===== src/rtl/int8_dot_accum_seq.sv =====
// Sequential int8 dot-product engine: streams operand pairs into a 16-bit wrapping accumulator.
// Optional sticky signed-overflow flag on port ovf when INT8_DOT_ACCUM_OVF_EN is defined.

module int8_mac_pp_feedback (
   input  logic [7:0]  i_a,
   input  logic [7:0]  i_b,
   input  logic [15:0] i_acc,
   output logic [15:0] o_sum
);
   logic signed [15:0] w_prod;

   assign w_prod = $signed({{8{i_a[7]}}, i_a}) * $signed({{8{i_b[7]}}, i_b});
   assign o_sum  = w_prod + i_acc;
endmodule

// state  | meaning
// IDLE   | waiting for start
// ACCUM  | accepting operand pairs until len_q beats seen
// DONE   | result presented, waiting for out_ready
module int8_dot_accum_seq #(
   parameter int LEN_W = 8
) (
   input  logic             clk,
   input  logic             rst_n,
   input  logic             start,
   input  logic [LEN_W-1:0] len,
   input  logic             in_valid,
   output logic             in_ready,
   input  logic [7:0]       in_a,
   input  logic [7:0]       in_b,
   output logic             out_valid,
   input  logic             out_ready,
   output logic [15:0]      out_data,
`ifdef INT8_DOT_ACCUM_OVF_EN
   output logic             ovf,
`endif
   output logic             busy
);
   typedef enum logic [1:0] {S_IDLE = 2'd0, S_ACCUM = 2'd1, S_DONE = 2'd2} state_t;

   state_t           r_state;
   state_t           w_state_nxt;
   logic [15:0]      r_acc;
   logic [15:0]      r_out;
   logic [LEN_W-1:0] r_cnt;
   logic [LEN_W-1:0] r_len_q;
   logic [15:0]      w_mac_sum;
   logic             w_beat;
   logic             w_last;
   logic             w_start_ok;

   int8_mac_pp_feedback u_mac (
      .i_a   (in_a),
      .i_b   (in_b),
      .i_acc (r_acc),
      .o_sum (w_mac_sum)
   );

   assign w_start_ok = (r_state == S_IDLE) && start;
   assign w_beat     = in_valid && in_ready;
   assign w_last     = w_beat && (r_cnt == (r_len_q - LEN_W'(1)));

   always_ff @(posedge clk or negedge rst_n) begin
      if (!rst_n) r_state <= S_IDLE;
      else        r_state <= w_state_nxt;
   end

   always_comb begin
      w_state_nxt = r_state;
      case (r_state)
         S_IDLE:  if (start) w_state_nxt = (len == '0) ? S_DONE : S_ACCUM;
         S_ACCUM: if (w_last) w_state_nxt = S_DONE;
         S_DONE:  if (out_ready) w_state_nxt = S_IDLE;
         default: w_state_nxt = S_IDLE;
      endcase
   end

   always_comb begin
      in_ready  = (r_state == S_ACCUM);
      out_valid = (r_state == S_DONE);
      busy      = (r_state == S_ACCUM) || (r_state == S_DONE);
      out_data  = r_out;
   end

   // r_out is a separate copy so the presented result stays put after the handshake.
   always_ff @(posedge clk or negedge rst_n) begin
      if (!rst_n) begin
         r_acc   <= '0;
         r_out   <= '0;
         r_cnt   <= '0;
         r_len_q <= '0;
      end else if (w_start_ok) begin
         r_acc   <= '0;
         r_cnt   <= '0;
         r_len_q <= len;
         if (len == '0) r_out <= '0;
      end else if (w_beat) begin
         r_acc <= w_mac_sum;
         r_cnt <= r_cnt + LEN_W'(1);
         if (w_last) r_out <= w_mac_sum;
      end
   end

`ifdef INT8_DOT_ACCUM_OVF_EN
   logic        r_ovf;
   logic [15:0] w_prod;

   assign w_prod = $signed({{8{in_a[7]}}, in_a}) * $signed({{8{in_b[7]}}, in_b});
   assign ovf    = r_ovf;

   always_ff @(posedge clk or negedge rst_n) begin
      if (!rst_n)
         r_ovf <= 1'b0;
      else if (w_start_ok)
         r_ovf <= 1'b0;
      else if (w_beat && (r_acc[15] == w_prod[15]) && (w_mac_sum[15] != r_acc[15]))
         r_ovf <= 1'b1;
   end
`endif
endmodule


===== config.mk =====
export PLATFORM = sky130hd
export DESIGN_NAME = int8_dot_accum_seq
export DESIGN_NICKNAME = d
export VERILOG_FILES = /design/src/rtl/int8_dot_accum_seq.sv
export SDC_FILE = /design/constraint.sdc
export NUM_CORES = 1
export LEC_CHECK = 0
export ABC_AREA = 0
export ABC_CLOCK_PERIOD_IN_PS = 4400
export CAP_MARGIN = 10
export CORE_MARGIN = 2
export CORE_UTILIZATION = 38
export CTS_CLUSTER_SIZE = 24
export DETAILED_ROUTE_END_ITERATION = 10
export SKIP_LAST_GASP = 1
export SYNTH_ARGS = -nofsm -noshare
export SYNTH_HDL_FRONTEND = slang
export SYNTH_HIERARCHICAL = 1
export SYNTH_SLANG_ARGS = --single-unit

===== constraint.sdc =====
create_clock -name clk -period 4.4 [get_ports clk]
set_clock_uncertainty 0.15 [all_clocks]
set_input_delay 0.44 -clock clk [delete_from_list [all_inputs] [get_ports clk]]
set_output_delay 0.44 -clock clk [all_outputs]
set_load 0.02 [all_outputs]

* Word-level counts from Yosys, hierarchy flattened *
Index checks and enable logic that the tools add are counted.

cells by class
  mux-type cells = 13
  equality and inequality tests = 7
  multiply operators = 1
  add/subtract/negate cells = 3
  reduce and logical (&&, ||, !) cells = 10

operators with widths
  kind                                               number
  two-way mux 16 bit                                 6
  adder 16 bit                                       1
  multiplier 8 x 8 -> 16 bit                         1
  two-way mux 8 bit                                  2
  adder 8 x 1 -> 8 bit (second input constant)       1
  == test 8 bit                                      1
  zero test 8 bit                                    1
  two-way mux 2 bit                                  4
  subtractor 8 x 1 -> 8 bit (second input constant)  1
  != test 2 x 1 -> 1 bit (second input constant)     3
  one-hot mux 2 bit (3 select lines)                 1
  AND reduction 3 bit                                2
  nonzero test 2 bit                                 2
  logical AND 1 bit                                  3
  == test 2 x 1 -> 1 bit (second input constant)     1
  == test 2 bit (second input constant)              1
  zero test 2 bit                                    1
  != test 2 bit (second input constant)              1
  logical OR 1 bit                                   1

storage, ports and cells
  bits of input ports = 29
  output and inout port bits = 19
  flip-flop bits (word level) = 50
  logic and storage cells = 39

* Logic depth before layout (Yosys ltp) *
Gate-level depths: netlist (run 1).

  word-level depth = 6
  depth in mapped cells = 19
  depth with buffers taken out = 18

* Modules after synthesis *
The synthesis (run 1) kept the hierarchy.

modules (own cells, without submodules)
  module                area an instance (um^2)  times used  seq. area each (um^2)  cells each
  int8_mac_pp_feedback  2900.3                   1           0.0                    302
  int8_dot_accum_seq    2537.4                   1           1251.2                 268

* Least setup slack after synthesis (run 1) *
Ideal clock, no wire load.

  kind = input to register
  from = input port in_a[7]
  to = register r_acc[15]
  stages on the path = 16
  arrival = 4.693 ns
  required time = 4.172 ns
  buffers on the path = 0
  setup time = 0.078 ns
  path slack = -0.521 ns
  cell sequence = and2_1 > inv_1 > fa_1 > inv_1 > fa_1 > fa_1 > fa_1 > fa_1 > ha_1 > o21ai_0 > o21ai_1 > nand4_1 > a31o_2 > xnor2_1 > nand2_1 > a21oi_1

between the ends
  longest elaborated chain between the ends = 4

RTL lines
  item                        RTL line  RTL
  from (decl)                 29        input logic [7:0] in_a,
  multiplier 8 x 8 -> 16 bit  12        assign w_prod = $signed({{8{i_a[7]}}, i_a}) * $signed({{8{i_b[7]}}, i_b});
  adder 16 bit                13        assign o_sum = w_prod + i_acc;
  named net w_mac_sum[15]     47        logic [15:0] w_mac_sum;
  two-way mux 16 bit          97        end else if (w_beat) begin
  two-way mux 16 bit          92        end else if (w_start_ok) begin
  to (signal assigned)        98        r_acc <= w_mac_sum;
  to (decl)                   43        logic [15:0] r_acc;

The timed path passes the listed nets, and every way through them passes these cells. The select of a mux whose other input is x is not followed.
A chain may end at the register's enable or synchronous reset.

* Worst setup path after layout (run 1) *
  from = register r_acc[4]
  to = register r_out[14], in the netlist out_data[14]

between the ends
  longest elaborated chain between the ends = 4

RTL lines
  item                     RTL line  RTL
  adder 16 bit             13
  named net w_mac_sum[14]  47
  two-way mux 16 bit       100       if (w_last) r_out <= w_mac_sum;
  two-way mux 16 bit       97
  two-way mux 16 bit       92
  to (signal assigned)     100
  to (decl)                44        logic [15:0] r_out;

The timed path passes the listed nets, and every way through them passes these cells. The select of a mux whose other input is x is not followed.

==> out/results.txt, run 1 <==
status -> finished with violations
failing checks -> setup timing
Final nets -> 816
WP buf/inv -> 4
hold buffer count at CTS -> 0
share of cells above drive strength 1 -> 0.246
Mapped Cells -> 570
dpl hpwl -> 10,000 um
clk buf depth -> 2
max cap viols -> 0
first-pass iteration count of the detailed router -> 4
WL per Instance -> 15.0 um
EDFF count, synth -> 0
synthesized area -> 5440 sq um
post-synth cell types -> 52
total CTS buffers -> 5
period utilisation layout -> 1.02
# DRC -> 0
Final Util -> 0.512
mean post-synth cell area -> 9.54 sq um
Crit Path Max Fanout -> 2
Ports -> 48
synthesis-to-layout area growth -> 31.1%
final worst slack -> -0.0873 ns
Multi-input gate area -> 4160 sq um
total gr overflow -> 0
Worst setup SP type -> flop
crit path to -> out_data[14]
DR vias -> 4,198
Power Dens Cells -> 919 nW/um^2
Crit path depth -> 18
r2r startpoint -> r_acc[4]
CTS tree -> built
Largest delay share family, worst path -> adder cells
post-layout min period -> 4.49 ns
main flop type after synthesis -> dfrtp_1
Final Hold Viols -> 0
sequential area share after synthesis -> 0.230
core area -> 13,900 sq um
row count -> 43
synth warn -> 6
initial antenna violation count -> 0
fmax -> 223 MHz
Routability Congestion -> 0.878
H-tree levels -> 2
relative slew slack -> 0.470
top post-synthesis cells by count -> nand2_1, inv_1, fa_1
total power -> 0.00655 W
slowest stage delay, CP -> 0.53 ns
DR vias/cell -> 4.91
Setup CP Type -> flop to flop
FF/Latch Area -> 1250 sq um
LEAKAGE -> 3.48 nW
antenna diode count -> 0
WP data required -> 4.46 ns
leading area contributor after synthesis -> fa_1
max-slew violation count -> 0
GRT Overall Usage -> 0.180
Initial Utilization -> 0.390
Fin Setup TNS -> -0.412 ns
chip width -> 124 um
FF-to-FF End -> out_data[14]
CTS root buf -> clkbuf_16
Mapped Nets -> 712
reg2reg setup slack -> -0.09 ns
die height -> 124 um
Fill cells -> 1,241
VDD IR max -> 0.000506 V
vias in the first global route -> 4,449
Clock transition at path regs -> 0.07 ns
ANT nets after route -> 0
slowest CP cell -> fa_1
final WL -> 12,800 um
reg2reg path depth -> 18
first-pass GRT wire length -> 21,500 um
drt initial violations -> 161
ys async rst share -> 1.00
Critical Path End Type -> flop
share of the synthesized area in the top cell type -> 0.261
crit path from -> r_acc[4]
Worst Hold Class -> input pin to asynchronous set/reset pin
clock sinks -> 50
crit path cell chain -> inv_2 > fa_1 > inv_1 > fa_1 > ha_1 > inv_2 > fa_1 > inv_2 > ha_4 > ha_4 > fa_2 > a21o_1 > a21oi_4 > o21ai_2 > a2111o_1 > o211ai_2 > nand3_1 > mux2i_1
top post-synthesis cells by area -> fa_1, dfrtp_1, ha_1, nand2_1, inv_1
# setup viols final -> 8
RSZ-0062 raised after global routing -> yes
most used standard cell by instance count after synthesis -> nand2_1
#FFs+latches synth -> 50
largest net degree at the start of global routing -> 51
Skew-Pair Late Insertion Delay -> 0.29 ns
total die area -> 15,300 sq um
worst slew pin tran -> 0.791 ns
IO buf count -> 47
CP arrival -> 4.54 ns
how the worst min path moves through the flow:
| stage | from | end | cells past startpoint | slack, ns |
|---|---|---|---|---|
| 3_5_place_dp | r_acc[3] | r_acc[3] | 2 | 0.37 |
| 6_report | rst_n | r_len_q[7] | 2 | 0.11 |
| 3_3_place_gp | r_acc[0] | r_acc[0] | 2 | 0.37 |
| 2_1_floorplan | rst_n | out_data[0] | 0 | -0.006 |
| 5_1_grt | rst_n | r_len_q[7] | 2 | 0.17 |
| 4_1_cts | rst_n | out_data[1] | 2 | 0.14 |
report_power, final:
group          total [W]  switching (W)  internal (W)
combinational    0.00536        0.00262       0.00273
clock           0.000447       0.000179      0.000268
sequential      0.000746       0.000139      0.000607
total            0.00655        0.00294       0.00361
registers in the layout (all words and copies together) (netlist names):
| register | count |
|---|---|
| r_acc | 16 |
| r_len_q | 8 |
| r_state | 2 |
| r_cnt | 8 |
| out_data | 16 |
layout make-up:
cell class	instances	area share
multi-input cells	413	0.583
inverters	93	0.0497
repair buffers	111	0.136
clock buffers	5	0.0176
flip-flops and latches	50	0.176
clock inverters	3	0.00632
well taps	180	0.0316
routing by layer:
metal  wire length (um)  part of all wire  global-route usage  up-vias
met4                123            0.0096              0.0313        0
met2               7100              0.55               0.338       54
met5                  0                 0                   0        -
met3                315             0.025              0.0201       12
met1               5280              0.41               0.224     2129
li1                   -                 -                   -     2003
cells in the final DEF (no fill, tap or decap), types with 3 or more instances in the layout:
master	instances
a21oi_1	20
fa_2	9
clkbuf_16	5
buf_2	6
and2_1	28
mux2i_1	18
a21oi_2	7
ha_4	17
o21ai_1	3
clkdlybuf4s50_1	30
buf_6	17
inv_1	84
xor2_1	14
nand2_2	4
dfrtp_1	50
nand2_1	100
o21ai_2	3
inv_2	8
buf_4	57
nor2_1	20
and2_4	6
xnor2_2	4
o21bai_1	3
fa_1	62
ha_1	25
nand4_1	6
xnor2_1	18
nand3_1	4
what timing repair did:
item | 4_1_cts | 5_1_grt
pin swaps | 55 | 27
setup endpoints to repair | 18 | 16
setup buffers | 11 | 3
gates resized for setup | 128 | 23
worst register-to-register path, cell delays in order (launching register included):
cell and delay [ns]:
dfrtp_1 0.37, inv_2 0.05, fa_1 0.53, inv_1 0.05, fa_1 0.44, ha_1 0.30, inv_2 0.04, fa_1 0.51
inv_2 0.05, ha_4 0.21, ha_4 0.16, fa_2 0.33, a21o_1 0.22, a21oi_4 0.19, o21ai_2 0.09, a2111o_1 0.40
o211ai_2 0.09, nand3_1 0.08, mux2i_1 0.14
metrics by stage:
stage,worst slack (ns),cell area (sq um),hold WS (ns),std cells
2_1_floorplan,-0.178,5550,-0.00559,570
3_3_place_gp,-0.963,6550,0.367,834
3_5_place_dp,-1.07,6550,0.368,834
4_1_cts,-0.158,7010,0.145,853
5_1_grt,-0.239,7130,0.171,855
6_report,-0.0873,7130,0.107,855
kinds of logic (layout without fill, tap and decap cells):
| logic type | after synthesis | in the layout | share of synthesized area |
|---|---|---|---|
| flops | 50 | 50 | 0.230 |
| xor+xnor | 38 | 38 | 0.0647 |
| mux | 18 | 18 | 0.0331 |
| compound gates | 59 | 59 | 0.0773 |
| fa+ha+maj | 113 | 113 | 0.358 |
| buf+inv | 107 | 212 | 0.0787 |
| simple gates | 185 | 185 | 0.158 |
Power figures use the tool's default switching activity.
==> run 2, diff against run 1 <==
CORE_MARGIN = 10   (was 2)
==> run 2 against run 1 <==
  * The run still ends with setup timing left
  * Worst hold slack better by 0.011 ns
  * Non-clock buffer count grew 3
  * Critical path depth fell by 1
  * Combinational power shrank 0.7%
  * Global-route usage is 4.6 points lower
  * Critical path type is now input pin to flop
  * Core utilization rose by 0.17 points
  * Die area is 28% higher
  * Largest power group unchanged
  * Routed wire length rose by 1.4%
  * Sequential power increased by 0.5%
  * Flip-flop and latch count did not move
  * First-iteration DRC count is 11% higher
  * Design area up 0.33%
==> out/results.txt, run 2 (synthesized netlist as in run 1, its figures left out) <==
share of cells above drive strength 1 -> 0.251
Skew-Pair Late Insertion Delay -> 0.29 ns
Final Util -> 0.513
RSZ-0062 raised after global routing -> yes
max cap viols -> 0
max-slew violation count -> 0
Routability Congestion -> 0.801
dpl hpwl -> 10,300 um
Crit Path Max Fanout -> 3
WL per Instance -> 15.2 um
total die area -> 19,500 sq um
Setup CP Type -> input pin to flop
die height -> 140 um
Worst setup SP type -> input pin
reg2reg path depth -> 20
period utilisation layout -> 1.02
initial antenna violation count -> 0
most frequent cells in the layout -> nand2_1, inv_1, fa_1
Worst Hold Class -> input pin to asynchronous set/reset pin
most common cell after layout, fill and taps aside -> nand2_1
first-pass GRT wire length -> 22,100 um
antenna diode count -> 0
clk buf depth -> 2
synthesis-to-layout area growth -> 31.5%
chip width -> 140 um
ANT nets after route -> 0
relative slew slack -> 0.482
GRT Overall Usage -> 0.134
first-pass iteration count of the detailed router -> 4
worst slew pin tran -> 0.773 ns
fmax -> 222 MHz
row count -> 43
Initial Utilization -> 0.390
final WL -> 13,000 um
vias in the first global route -> 4,505
Clock transition at path regs -> 0.08 ns
VDD IR max -> 0.000593 V
core area -> 13,900 sq um
total CTS buffers -> 5
DR vias -> 4,148
Finished Layout Cells -> 858
H-tree levels -> 2
LEAKAGE -> 3.50 nW
CP arrival -> 4.57 ns
IO buf count -> 47
CTS root buf -> clkbuf_16
# setup viols final -> 7
hold buffer count at CTS -> 0
largest net degree at the start of global routing -> 51
DR vias/cell -> 4.83
Cells after DPL -> 831
clock sinks -> 50
status -> finished with violations
post-layout min period -> 4.49 ns
CTS tree -> built
Power Dens Cells -> 905 nW/um^2
drt initial violations -> 178
Final Hold Viols -> 0
minimum hold slack -> 0.118 ns
WP data required -> 4.47 ns
Final nets -> 819
total gr overflow -> 0
# DRC -> 0
Ports -> 48
final worst slack -> -0.0946 ns
failing checks -> setup timing
Critical Path End Type -> flop
run 2: changes by cell type in the layout (fill, tap and decap cells not counted), moves of 2 or more:
cell	delta
o21ai_0	+2
o21ai_1	-3
clkbuf_4	+2
buf_4	+3
clkinvlp_4	-2
buf_6	-3
fa_1	+3
inv_6	+2
nand2_1	-3
nand2_2	+3
fa_2	-3
run 2: where the power goes:
| part | leakage (nW) | switching [W] | internal, W |
|---|---|---|---|
| sequential | 0.669 | 0.000143 | 0.000607 |
| clock | 0.0748 | 0.000187 | 0.000216 |
| combinational | 2.76 | 0.00258 | 0.00274 |
run 2: path summary, 6_finish.rpt:
kind	startpoint	end	slack (ns)
max	in_a[0]	r_acc[10]	-0.09
min	rst_n	r_acc[11]	0.12
max reg2reg	r_acc[4]	r_acc[10]	-0.07
min reg2reg	r_acc[2]	r_acc[2]	0.37
max in group asynchronous	rst_n	r_cnt[3]	3.53
min in group clk	r_acc[2]	r_acc[2]	0.37
run 2: layout make-up:
type                            instances  area, sq um
Timing Repair Buffer                  114         1000
Tap cell                              180          225
Inverter                               93          354
Clock inverter                          3         26.3
Fill cell                            1250         6780
Clock buffer                            5          125
Sequential cell                        50         1250
Multi-Input combinational cell        413         4170
run 2: what timing repair did:
action,4_1_cts,5_1_grt
buffers inserted,17,3
pin swaps,53,34
endpoints found under the setup margin,18,16
gates resized for setup,123,30
run 2: worst max-delay path: stages:
cell and delay [ns]:
buf_8 0.10, nand2b_4 0.13, fa_1 0.51, fa_1 0.51, inv_2 0.04, fa_1 0.55, fa_1 0.45, fa_2 0.57
ha_4 0.23, a21oi_4 0.17, buf_4 0.13, buf_6 0.09, o21bai_1 0.07, a21oi_2 0.19, xnor2_2 0.15, nand2_1 0.08
a21oi_1 0.12
run 2: per-layer routing:
metal  wire, um  track usage  part of all wire  up-vias
met3        298       0.0174             0.023       14
met1       5630        0.164              0.43     2082
met2       6890        0.245              0.53       46
li1           -            -                 -     2006
met4        186       0.0234             0.014        0
met5          0            0                 0        -
run 2: metrics by stage:
stage	cell area [sq um]	total power [W]	setup WS (ns)	setup TNS (ns)
floorplan	5550	0.00369	-0.178	-0.649
global placement	6520	0.00498	-1.01	-14.16
detailed placement	6520	0.00507	-1.08	-15.05
CTS	6970	0.00596	-0.125	-0.530
global route	7150	0.00707	-0.249	-1.93
finish	7150	0.00647	-0.0946	-0.442
==> run 3, diff against run 2 <==
CTS_CLUSTER_DIAMETER = 120   (was default)
SLEW_MARGIN = 20   (was default)
==> results of run 3 <==
No change in the layout: final DEF, timing and power equal those of run 2.
